--- src/rtl/rf_operand_reader.sv ---
`default_nettype none
// ============================================================================
// Module      : rf_operand_reader
// Description : Read-side sequencer for an 8-lane x 32-bit masked register
//               file bank with a single shared address port. Accepts one- or
//               two-source operand fetch requests, issues the reads one per
//               cycle, captures the 256-bit rows and returns them on a
//               valid/ready handshake. Writeback traffic shares the bank port
//               and always wins over reads.
// Ports       : clk, rst                 - clock, synchronous active-high reset
//               req_*                    - fetch request (valid/ready)
//               wb_*                     - writeback, always accepted
//               RF_Addr/RF_WR/RF_WR_MASK/
//               WriteData/DataOut        - bank port (1-cycle read latency)
//               op_*                     - operands out (valid/ready)
// Revision    : 1.0 - initial release
// ============================================================================
module rf_operand_reader #(
    parameter int TAG_W = 6
) (
    input  logic             clk,
    input  logic             rst,
    // fetch request
    input  logic             req_valid,
    output logic             req_ready,
    input  logic [2:0]       req_src_a,
    input  logic [2:0]       req_src_b,
    input  logic             req_two_src,
    input  logic [TAG_W-1:0] req_tag,
    // writeback
    input  logic             wb_valid,
    input  logic [2:0]       wb_addr,
    input  logic [7:0]       wb_mask,
    input  logic [255:0]     wb_data,
    // bank port
    output logic [2:0]       RF_Addr,
    output logic             RF_WR,
    output logic [7:0]       RF_WR_MASK,
    output logic [255:0]     WriteData,
    input  logic [255:0]     DataOut,
    // operands
    output logic             op_valid,
    input  logic             op_ready,
    output logic [255:0]     op_a,
    output logic [255:0]     op_b,
    output logic [TAG_W-1:0] op_tag
);

    localparam logic [2:0] S_IDLE = 3'd0;
    localparam logic [2:0] S_RD_A = 3'd1;
    localparam logic [2:0] S_RD_B = 3'd2;
    localparam logic [2:0] S_WAIT = 3'd3;
    localparam logic [2:0] S_OUT  = 3'd4;

    logic [2:0] r_state;
    logic [2:0] r_src_a;
    logic [2:0] r_src_b;
    logic       r_two_src;
    logic       r_cap_a;
    logic       r_cap_b;

    // A read issues only when its state owns the bank port this cycle.
    logic w_issue_a;
    logic w_issue_b;

    assign w_issue_a = (r_state == S_RD_A) && !wb_valid;
    assign w_issue_b = (r_state == S_RD_B) && !wb_valid;

    assign req_ready = (r_state == S_IDLE);
    assign op_valid  = (r_state == S_OUT);

    // Bank port: writeback has strict priority over the pending read.
    assign RF_WR      = wb_valid;
    assign RF_WR_MASK = wb_valid ? wb_mask : 8'h00;
    assign WriteData  = wb_data;

    always_comb begin
        RF_Addr = 3'd0;
        if (wb_valid) begin
            RF_Addr = wb_addr;
        end else if (w_issue_a) begin
            RF_Addr = r_src_a;
        end else if (w_issue_b) begin
            RF_Addr = r_src_b;
        end
    end

    always_ff @(posedge clk) begin
        if (rst) begin
            r_state   <= S_IDLE;
            r_src_a   <= 3'd0;
            r_src_b   <= 3'd0;
            r_two_src <= 1'b0;
            r_cap_a   <= 1'b0;
            r_cap_b   <= 1'b0;
            op_a      <= '0;
            op_b      <= '0;
            op_tag    <= '0;
        end else begin
            // Capture flags mark the cycle in which the bank presents the row
            // addressed on the previous cycle; they are independent of state so
            // a writeback in the capture cycle cannot disturb the load.
            r_cap_a <= w_issue_a;
            r_cap_b <= w_issue_b;
            if (r_cap_a) begin
                op_a <= DataOut;
            end
            if (r_cap_b) begin
                op_b <= DataOut;
            end

            case (r_state)
                S_IDLE: begin
                    if (req_valid) begin
                        r_src_a   <= req_src_a;
                        r_src_b   <= req_src_b;
                        r_two_src <= req_two_src;
                        op_tag    <= req_tag;
                        // Single-source requests return a zero B operand.
                        op_b      <= '0;
                        r_state   <= S_RD_A;
                    end
                end
                S_RD_A: begin
                    if (!wb_valid) begin
                        r_state <= r_two_src ? S_RD_B : S_WAIT;
                    end
                end
                S_RD_B: begin
                    if (!wb_valid) begin
                        r_state <= S_WAIT;
                    end
                end
                S_WAIT: begin
                    r_state <= S_OUT;
                end
                S_OUT: begin
                    if (op_ready) begin
                        r_state <= S_IDLE;
                    end
                end
                default: begin
                    r_state <= S_IDLE;
                end
            endcase
        end
    end

endmodule
`default_nettype wire

--- config.mk ---
export PLATFORM = sky130hd
export DESIGN_NAME = rf_operand_reader
export DESIGN_NICKNAME = d
export VERILOG_FILES = /design/src/rtl/rf_operand_reader.sv
export SDC_FILE = /design/constraint.sdc
export NUM_CORES = 1
export LEC_CHECK = 0
export CORE_AREA = 2 2 514 516
export CTS_CLUSTER_DIAMETER = 30
export CTS_CLUSTER_SIZE = 30
export DETAILED_ROUTE_END_ITERATION = 10
export DIE_AREA = 0 0 516 518
export PLACE_DENSITY_LB_ADDON = 0.25
export REMOVE_ABC_BUFFERS = 1
export SLEW_MARGIN = 5
export SYNTH_ARGS = -nofsm -noshare
export SYNTH_HDL_FRONTEND = slang
export SYNTH_SLANG_ARGS = --single-unit
--- constraint.sdc ---
create_clock -name clk -period 2.4 [get_ports clk]
set_clock_uncertainty 0.15 [all_clocks]
set_input_delay 0.24 -clock clk [delete_from_list [all_inputs] [get_ports clk]]
set_output_delay 0.24 -clock clk [all_outputs]
set_load 0.02 [all_outputs]
==> results of run 1 <==
## stage by stage
stage / utilization / TNS (ns) / std cells
global placement: 0.120 / -0.228 / 6026
CTS: 0.152 / -0.0823 / 6598
global route: 0.152 / -0.255 / 6599
detailed placement: 0.120 / -0.126 / 6026
floorplan: - / -3525.87 / 1626
finish: 0.152 / 0 / 6600
## worst max path at each step
stage                 end  slack, ns  cells past startpoint
3_5_place_dp   RF_Addr[0]      -0.08                      6
5_1_grt        RF_Addr[2]      -0.11                      5
2_1_floorplan     op_b[0]      -6.94                      2
4_1_cts        RF_Addr[0]      -0.04                      5
6_report       RF_Addr[2]       0.04                      5
3_3_place_gp   RF_Addr[0]      -0.12                      6
## cell usage after synthesis (all sizes together) (2+ instances only)
| cell type | instances |
|---|---|
| nor2 | 513 |
| a222oi | 3 |
| a21oi | 14 |
| nand2 | 26 |
| mux2i | 513 |
| nor4b | 3 |
| buf | 339 |
| inv | 3 |
| nor3 | 3 |
| nand2b | 2 |
| nor2b | 3 |
| and2 | 8 |
| clkbuf | 41 |
| dfxtp | 530 |
## metal layers
metal  share of wire  vias to the layer above  routed length, um  track usage
li1                -                     8276                  -            -
met1            0.34                     9397              76200        0.154
met2            0.35                     2182              79600        0.199
met3            0.26                      287              59500        0.205
met4           0.024                       38               5370       0.0381
met5           0.022                        -               4970        0.128
## registers in the layout, indices dropped and copies added, names as in the netlist
register and cells:
op_b 256, r_two_src 1, r_src_a 3, r_cap_b 1, op_tag 6, op_a 256, r_cap_a 1, r_state 3
r_src_b 3
## layout make-up
class	count	area, um2
fill	29500	222000
timing repair buffer	1130	11300
sequential	530	10600
multi-input combinational	1093	7470
clock buffer	278	5450
tap	3515	4400
clock inverter	49	584
inverter	3	11.3
antenna	2	5.00
## cells by family after synthesis
kind of cell | Yosys count | synth area share
buf+inv | 383 | 0.129
compound gates | 18 | 0.00526
simple gates | 562 | 0.105
flops | 530 | 0.512
mux | 513 | 0.248
## worst min-delay path, stage by stage
cell	delay, ns
clkdlybuf4s50_1	0.50
mux2i_1	0.17
nor2_1	0.05
## power groups by stage
| stage | Combinational (mW) | Sequential (mW) | Clock [mW] |
|---|---|---|---|
| 4_1_cts | 2.79 | 9.15 | 23.5 |
| 3_5_place_dp | 2.42 | 9.29 | 0 |
| 6_report | 2.74 | 9.15 | 23.0 |
| 2_1_floorplan | 0.774 | 9.61 | 0 |
| 3_3_place_gp | 2.42 | 9.28 | 0 |
| 5_1_grt | 2.90 | 9.16 | 24.1 |
## timing repair
action                     CTS  global route
pin swaps                    3             2
hold buffers               245             0
setup endpoints to repair   71             5
hold endpoints to repair   498             0
resized for setup           99             2
buffers inserted             2             0
==> impl_metrics.env, run 1 <==
export IMPL_status="finished clean"
export IMPL_hold_ws_ns=0.0402
export IMPL_ys_warn_count=0
export IMPL_drive_above_1_share=0.124
export IMPL_drc_errors=0
export IMPL_via_count=20200
export IMPL_dieArea_um2=267000
export IMPL_final_area_um2=39900
export IMPL_antenna_found_initial=5
export IMPL_syn_area_per_cell_um2=10.3
export IMPL_dp_slack_ns=-0.0765
export IMPL_clockPowerShare=0.659
export IMPL_r2r_setup_slack_ns=0.35
export IMPL_syn_to_final_growth_pct=92.6
export IMPL_synth_cell_types=22
export IMPL_syn_inst=2006
export IMPL_clkTransAtPathRegs_ns=0.04
export IMPL_cts_tree="yes"
export IMPL_post_drt_wl_per_cell_um=34.2
export IMPL_crit_start="r_state[0]"
export IMPL_synth_ff_type="dfxtp_1"
export IMPL_crit_family="buffers and inverters"
export IMPL_ios=1329
export IMPL_crit_path_end_kind="output port"
export IMPL_hold_path_end="op_a[95]"
export IMPL_power_leakage_nw=13.7
export IMPL_nets=3483
export IMPL_port_buffer_count=816
export IMPL_cp_arrival_ns=1.97
export IMPL_whs_path_depth=3
export IMPL_required_ns=2.01
export IMPL_setup_violations=0
export IMPL_critPathKind="reg -> out"
export IMPL_gp_congestion=0.933
export IMPL_slowest_stage="dfxtp_2"
export IMPL_fin_crit_sh=0.985
export IMPL_grt_pass1_vias=19000
export IMPL_startpoint_type="flip-flop"
export IMPL_clock_latency_ns=0.78
export IMPL_layout_common_cells="clkdlybuf4s50_1, dfxtp_1, nor2_1, mux2i_1, dlygate4sd3_1"
export IMPL_crit_fanout=4
export IMPL_viasPerCell=3.06
export IMPL_final_common_cell="clkdlybuf4s50_1"
export IMPL_synth_seq_cells=530
export IMPL_ff2ff_path_depth=6
export IMPL_r2r_start="r_state[2]"
export IMPL_ir_worst_vdd_mv=0.560
export IMPL_p_int_mw=26.3
export IMPL_netlist_area_um2=20700
export IMPL_drtIter0Drc=1830
export IMPL_power_frac_comb=0.079
export IMPL_hold_class="in -> reg"
export IMPL_yosys_area_top_type="dfxtp_1"
export IMPL_root_buffer="clkbuf_16"
export IMPL_crit_top_cell="buf_6"
export IMPL_grt_overflow=0
export IMPL_hold_viol_final=0
export IMPL_die_width_um=516
export IMPL_grt_setup_unrepaired="yes"
export IMPL_dr_pass1_iters=6
export IMPL_r2r_end="op_b[48]"
export IMPL_cts_sinks=530
export IMPL_fin_ws_ns=0.0353
export IMPL_clockBufferDepth=4
export IMPL_fmax_ghz=0.423
export IMPL_dieHeight_um=518
export IMPL_cts_buffers=184
export IMPL_htree_num_levels=4
export IMPL_ys_seq_area_frac=0.512
export IMPL_cap_viol_max_count=0
export IMPL_synth_edf_count=0
export IMPL_placed_area_um2=31400
export IMPL_grt_pass1_wl_um=267000
export IMPL_finalCriticalPeriod_ns=2.36
export IMPL_p_sw_mw=8.54
export IMPL_num_rows=188
export IMPL_critPathMaxStageDelay_ns=0.33
export IMPL_core_area_um2=262000
export IMPL_p_per_area_nw_per_um2=874
export IMPL_tightest_slew_ns=0.645
export IMPL_slew_violations=0
export IMPL_netlist_area_leader_share=0.512
export IMPL_path_cells="buf_6, nor4b_4, a222oi_1, inv_1, buf_6"
export IMPL_seqPwrFrac=0.262
export IMPL_holdCritStartpoint="DataOut[95]"
export IMPL_grt_max_degree=69
export IMPL_postRouteWirelength_um=226000
export IMPL_synthArstFlopShare=0
export IMPL_synth_area_top_cells="dfxtp_1, mux2i_1, buf_4"
export IMPL_maxSlewHeadroom=0.572
export IMPL_crit_buf_inv=3
export IMPL_start_util=0.0792
export IMPL_sw_frac_of_total=0.245
export IMPL_grt_util_all_layers=0.162
export IMPL_finalPower_mw=34.9
export IMPL_hpwl_um=184000
export IMPL_ant_nets=0
Power figures use the tool's default switching activity.
==> run 2: changes to the inputs <==
Settings changed: HOLD_SLACK_MARGIN from default to 0.02.
==> impl_metrics.env, run 2 (synthesized netlist as in run 1, its figures left out) <==
export IMPL_fillerInstances=29500
export IMPL_htree_num_levels=4
export IMPL_final_common_cell="clkdlybuf4s50_1"
export IMPL_dieArea_um2=267000
export IMPL_syn_to_final_growth_pct=93.0
export IMPL_cts_sinks=530
export IMPL_ios=1329
export IMPL_cap_viol_max_count=0
export IMPL_drc_errors=0
export IMPL_ff2ff_path_depth=6
export IMPL_postRouteWirelength_um=226000
export IMPL_maxSlewHeadroom=0.543
export IMPL_cp_arrival_ns=1.97
export IMPL_post_route_util=0.153
export IMPL_gp_congestion=0.933
export IMPL_tightest_slew_ns=0.688
export IMPL_dieHeight_um=518
export IMPL_nets=3492
export IMPL_whs_path_depth=3
export IMPL_grt_setup_unrepaired="yes"
export IMPL_finalPower_mw=34.9
export IMPL_placed_area_um2=31400
export IMPL_ir_worst_vdd_mv=0.561
export IMPL_ant_nets=0
export IMPL_layout_area_seq_um2=10600
export IMPL_grt_overflow=0
export IMPL_clock_latency_ns=0.78
export IMPL_port_buffer_count=816
export IMPL_crit_top_cell="buf_6"
export IMPL_dr_pass1_iters=7
export IMPL_dp_slack_ns=-0.0765
export IMPL_layout_common_cells="clkdlybuf4s50_1, dfxtp_1, nor2_1, mux2i_1, dlygate4sd3_1"
export IMPL_fin_ws_ns=0.0443
export IMPL_antenna_found_initial=5
export IMPL_p_per_area_nw_per_um2=872
export IMPL_hold_class="in -> reg"
export IMPL_clkTransAtPathRegs_ns=0.04
export IMPL_drtIter0Drc=1813
export IMPL_path_cells="buf_6, nor4b_4, a222oi_1, inv_1, buf_6"
export IMPL_fmax_ghz=0.425
export IMPL_slew_violations=0
export IMPL_hold_viol_final=0
export IMPL_final_area_um2=40000
export IMPL_start_util=0.0792
export IMPL_required_ns=2.01
export IMPL_multi_input_area_um2=7470
export IMPL_num_rows=188
export IMPL_setup_violations=0
export IMPL_core_area_um2=262000
export IMPL_grt_pass1_wl_um=267000
export IMPL_grt_pass1_vias=19100
export IMPL_via_count=20300
export IMPL_die_width_um=516
export IMPL_grt_max_degree=69
export IMPL_slowest_stage="dfxtp_2"
export IMPL_cts_buffers=184
export IMPL_drive_above_1_share=0.124
export IMPL_reg_top3="op_a: 256 flops, op_b: 256 flops, op_tag: 6 flops"
export IMPL_crit_fanout=4
export IMPL_power_leakage_nw=13.8
export IMPL_root_buffer="clkbuf_16"
export IMPL_post_drt_wl_per_cell_um=34.2
export IMPL_clockBufferDepth=4
export IMPL_critPathKind="reg -> out"
export IMPL_hpwl_um=184000
export IMPL_critPathMaxStageDelay_ns=0.33
export IMPL_grt_util_all_layers=0.162
export IMPL_fin_crit_sh=0.982
export IMPL_status="finished clean"
export IMPL_finalCriticalPeriod_ns=2.36
export IMPL_startpoint_type="flip-flop"
export IMPL_cts_tree="yes"
export IMPL_viasPerCell=3.07
export IMPL_crit_path_end_kind="output port"
run 2: changes by cell type in the layout (fill, tap and decap cells not counted), sizes merged:
| cell | before | now |
|---|---|---|
| diode | 2 | 1 |
| dlygate4sd3 | 245 | 254 |
run 2: cell type report:
| class | count | share of cell area |
|---|---|---|
| flip-flops and latches | 530 | 0.266 |
| clock buffers | 278 | 0.136 |
| well taps | 3515 | 0.110 |
| clock inverters | 49 | 0.0146 |
| inverters | 3 | 0.000282 |
| repair buffers | 1139 | 0.286 |
| multi-input cells | 1093 | 0.187 |
| diodes | 1 | 0.0000626 |
run 2: stage by stage:
stage               std cells   TNS, ns  hold slack, ns
global placement         6026    -0.228           0.292
detailed placement       6026    -0.126           0.299
floorplan                1626  -3525.87           0.159
global route             6608    -0.255          0.0251
finish                   6608         0          0.0950
CTS                      6607   -0.0823          0.0211
run 2: critical path, delay by kind of cell, from the launching register on:
family,cells,cell delay [ns]
flops,1,0.33
compound gates,1,0.17
simple gates,1,0.33
buf+inv,3,0.35
run 2: power breakdown:
part | internal [mW] | total [mW] | switching (mW)
clock network | 15.9 | 23.0 | 7.08
registers | 9.04 | 9.15 | 0.108
logic | 1.41 | 2.75 | 1.35
run 2: final timing paths:
| path | from | endpoint | slack, ns |
|---|---|---|---|
| worst min register to register | r_two_src | r_two_src | 0.31 |
| worst max-delay path | r_state[0] | RF_Addr[2] | 0.04 |
| worst min-delay path | DataOut[120] | op_a[120] | 0.1 |
| worst max register to register | r_state[2] | op_b[48] | 0.33 |
run 2: what timing repair did:
action                     4_1_cts  5_1_grt
pin swaps                        3        2
gates resized for setup         99        2
setup endpoints to repair       71        5
buffers inserted                 2        0
hold endpoints to repair       508        0
hold buffers                   254        0
run 2: layer usage:
metal / routed length (um) / track usage / up-vias
met3: 59200 / 0.202 / 285
li1: - / - / 8289
met2: 80000 / 0.200 / 2133
met5: 4790 / 0.139 / -
met1: 76700 / 0.155 / 9574
met4: 5080 / 0.0372 / 36
==> run 3: changes to the inputs <==
Settings changed: MAX_ROUTING_LAYER from default to met4.
==> impl_metrics.env, run 3 (synthesized netlist as in run 1, its figures left out) <==
export IMPL_grt_overflow=0
export IMPL_cp_endpoint="RF_Addr[2]"
export IMPL_core_area_um2=262000
export IMPL_grt_pass1_wl_um=269000
export IMPL_status="finished clean"
export IMPL_cts_sinks=530
export IMPL_clockBufferDepth=4
export IMPL_ant_nets=0
export IMPL_grt_setup_unrepaired="yes"
export IMPL_drive_above_1_share=0.124
export IMPL_startpoint_type="flip-flop"
export IMPL_ir_worst_vdd_mv=0.561
export IMPL_htree_num_levels=4
export IMPL_maxSlewHeadroom=0.566
export IMPL_dieHeight_um=518
export IMPL_r2r_start="r_state[2]"
export IMPL_num_rows=188
export IMPL_gp_congestion=0.949
export IMPL_post_drt_wl_per_cell_um=34.3
export IMPL_grt_util_all_layers=0.168
export IMPL_cp_arrival_ns=1.97
export IMPL_slew_violations=0
export IMPL_dp_cells=6026
export IMPL_viasPerCell=3.06
export IMPL_dp_slack_ns=-0.0765
export IMPL_drc_errors=0
export IMPL_antenna_found_initial=6
export IMPL_dr_pass1_iters=5
export IMPL_r2r_setup_slack_ns=0.34
export IMPL_p_per_area_nw_per_um2=872
export IMPL_syn_to_final_growth_pct=93.0
export IMPL_tightest_slew_ns=0.653
export IMPL_ff2ff_path_depth=6
export IMPL_nets=3492
export IMPL_required_ns=2.01
export IMPL_crit_fanout=4
export IMPL_via_count=20300
export IMPL_r2r_end="op_b[48]"
export IMPL_cts_tree="yes"
export IMPL_cap_viol_max_count=0
export IMPL_postRouteWirelength_um=227000
export IMPL_grt_pass1_vias=19100
export IMPL_die_width_um=516
export IMPL_root_buffer="clkbuf_16"
export IMPL_dieArea_um2=267000
export IMPL_cts_buffers=184
export IMPL_fin_ws_ns=0.0377
export IMPL_setup_violations=0
export IMPL_port_buffer_count=816
export IMPL_hpwl_um=184000
export IMPL_hold_class="in -> reg"
export IMPL_critPathKind="reg -> out"
export IMPL_start_util=0.0792
export IMPL_clkTransAtPathRegs_ns=0.04
export IMPL_hold_viol_final=0
export IMPL_crit_start="r_state[0]"
export IMPL_final_common_cell="clkdlybuf4s50_1"
export IMPL_finalCriticalPeriod_ns=2.36
export IMPL_clock_latency_ns=0.78
export IMPL_layout_common_cells="clkdlybuf4s50_1, dfxtp_1, nor2_1, mux2i_1, dlygate4sd3_1"
export IMPL_fin_crit_sh=0.984
export IMPL_power_leakage_nw=13.8
export IMPL_drtIter0Drc=1757
export IMPL_ios=1329
export IMPL_grt_max_degree=69
export IMPL_reg_top3="op_a: 256 flops, op_b: 256 flops, op_tag: 6 flops"
export IMPL_final_cells=6610
export IMPL_fmax_ghz=0.423
export IMPL_crit_path_end_kind="output port"
## run 3: cell types whose count changed in the layout (fill, tap and decap cells not counted), sizes merged
cell,previous run,this run
diode,1,3
## run 3: what timing repair did
action                                  CTS  global route
buffers inserted                          2             0
endpoints found under the hold margin   508             0
pin swaps                                 3             2
gates cloned                              0             0
endpoints found under the setup margin   71             5
resized for setup                        99             2
hold buffers                            254             0
## run 3: report_power, final
part | switching [mW] | leakage, nW | internal (mW)
combinational | 1.35 | 6.51 | 1.41
clock | 7.07 | 2.98 | 15.9
sequential | 0.108 | 4.29 | 9.04
## run 3: stage by stage
| stage | instance area, um2 | TNS (ns) | utilization | hold WS (ns) | total power, mW |
|---|---|---|---|---|---|
| floorplan | 18000 | -3525.87 | - | 0.159 | 10.4 |
| detailed placement | 31400 | -0.126 | 0.120 | 0.299 | 11.7 |
| finish | 40000 | 0 | 0.153 | 0.0815 | 34.9 |
| global route | 40000 | -0.255 | 0.153 | 0.0258 | 36.1 |
| global placement | 31400 | -0.228 | 0.120 | 0.292 | 11.7 |
| CTS | 40000 | -0.0823 | 0.153 | 0.0211 | 35.5 |
## run 3: cell type report
class / instances / area, um2
sequential: 530 / 10600
clock buffer: 278 / 5450
inverter: 3 / 11.3
antenna: 3 / 7.51
clock inverter: 49 / 584
multi-input combinational: 1093 / 7470
fill: 29500 / 222000
tap: 3515 / 4400
timing repair buffer: 1139 / 11400
## run 3: worst min-delay path by stage
stage | slack, ns | to | cells after the start | start
5_1_grt | 0.03 | op_a[120] | 3 | DataOut[120]
4_1_cts | 0.02 | op_b[56] | 3 | DataOut[56]
3_3_place_gp | 0.29 | op_tag[4] | 2 | op_tag[4]
3_5_place_dp | 0.30 | r_src_a[0] | 2 | r_src_a[0]
2_1_floorplan | 0.16 | op_tag[0] | 1 | rst
6_report | 0.08 | op_a[120] | 3 | DataOut[120]
## run 3: routing by layer
| metal | GRT usage | wire (um) | up-vias | part of all wire |
|---|---|---|---|---|
| li1 | - | - | 8301 | - |
| met1 | 0.163 | 82200 | 9598 | 0.36 |
| met2 | 0.205 | 81600 | 2103 | 0.36 |
| met3 | 0.207 | 58500 | 251 | 0.26 |
| met4 | 0.0343 | 4570 | 0 | 0.020 |
| met5 | - | 0 | - | 0 |
## run 3: critical path, stage by stage (launching register included)
cell,delay [ns]
dfxtp_2,0.33
buf_6,0.12
nor4b_4,0.33
a222oi_1,0.17
inv_1,0.12
buf_6,0.12
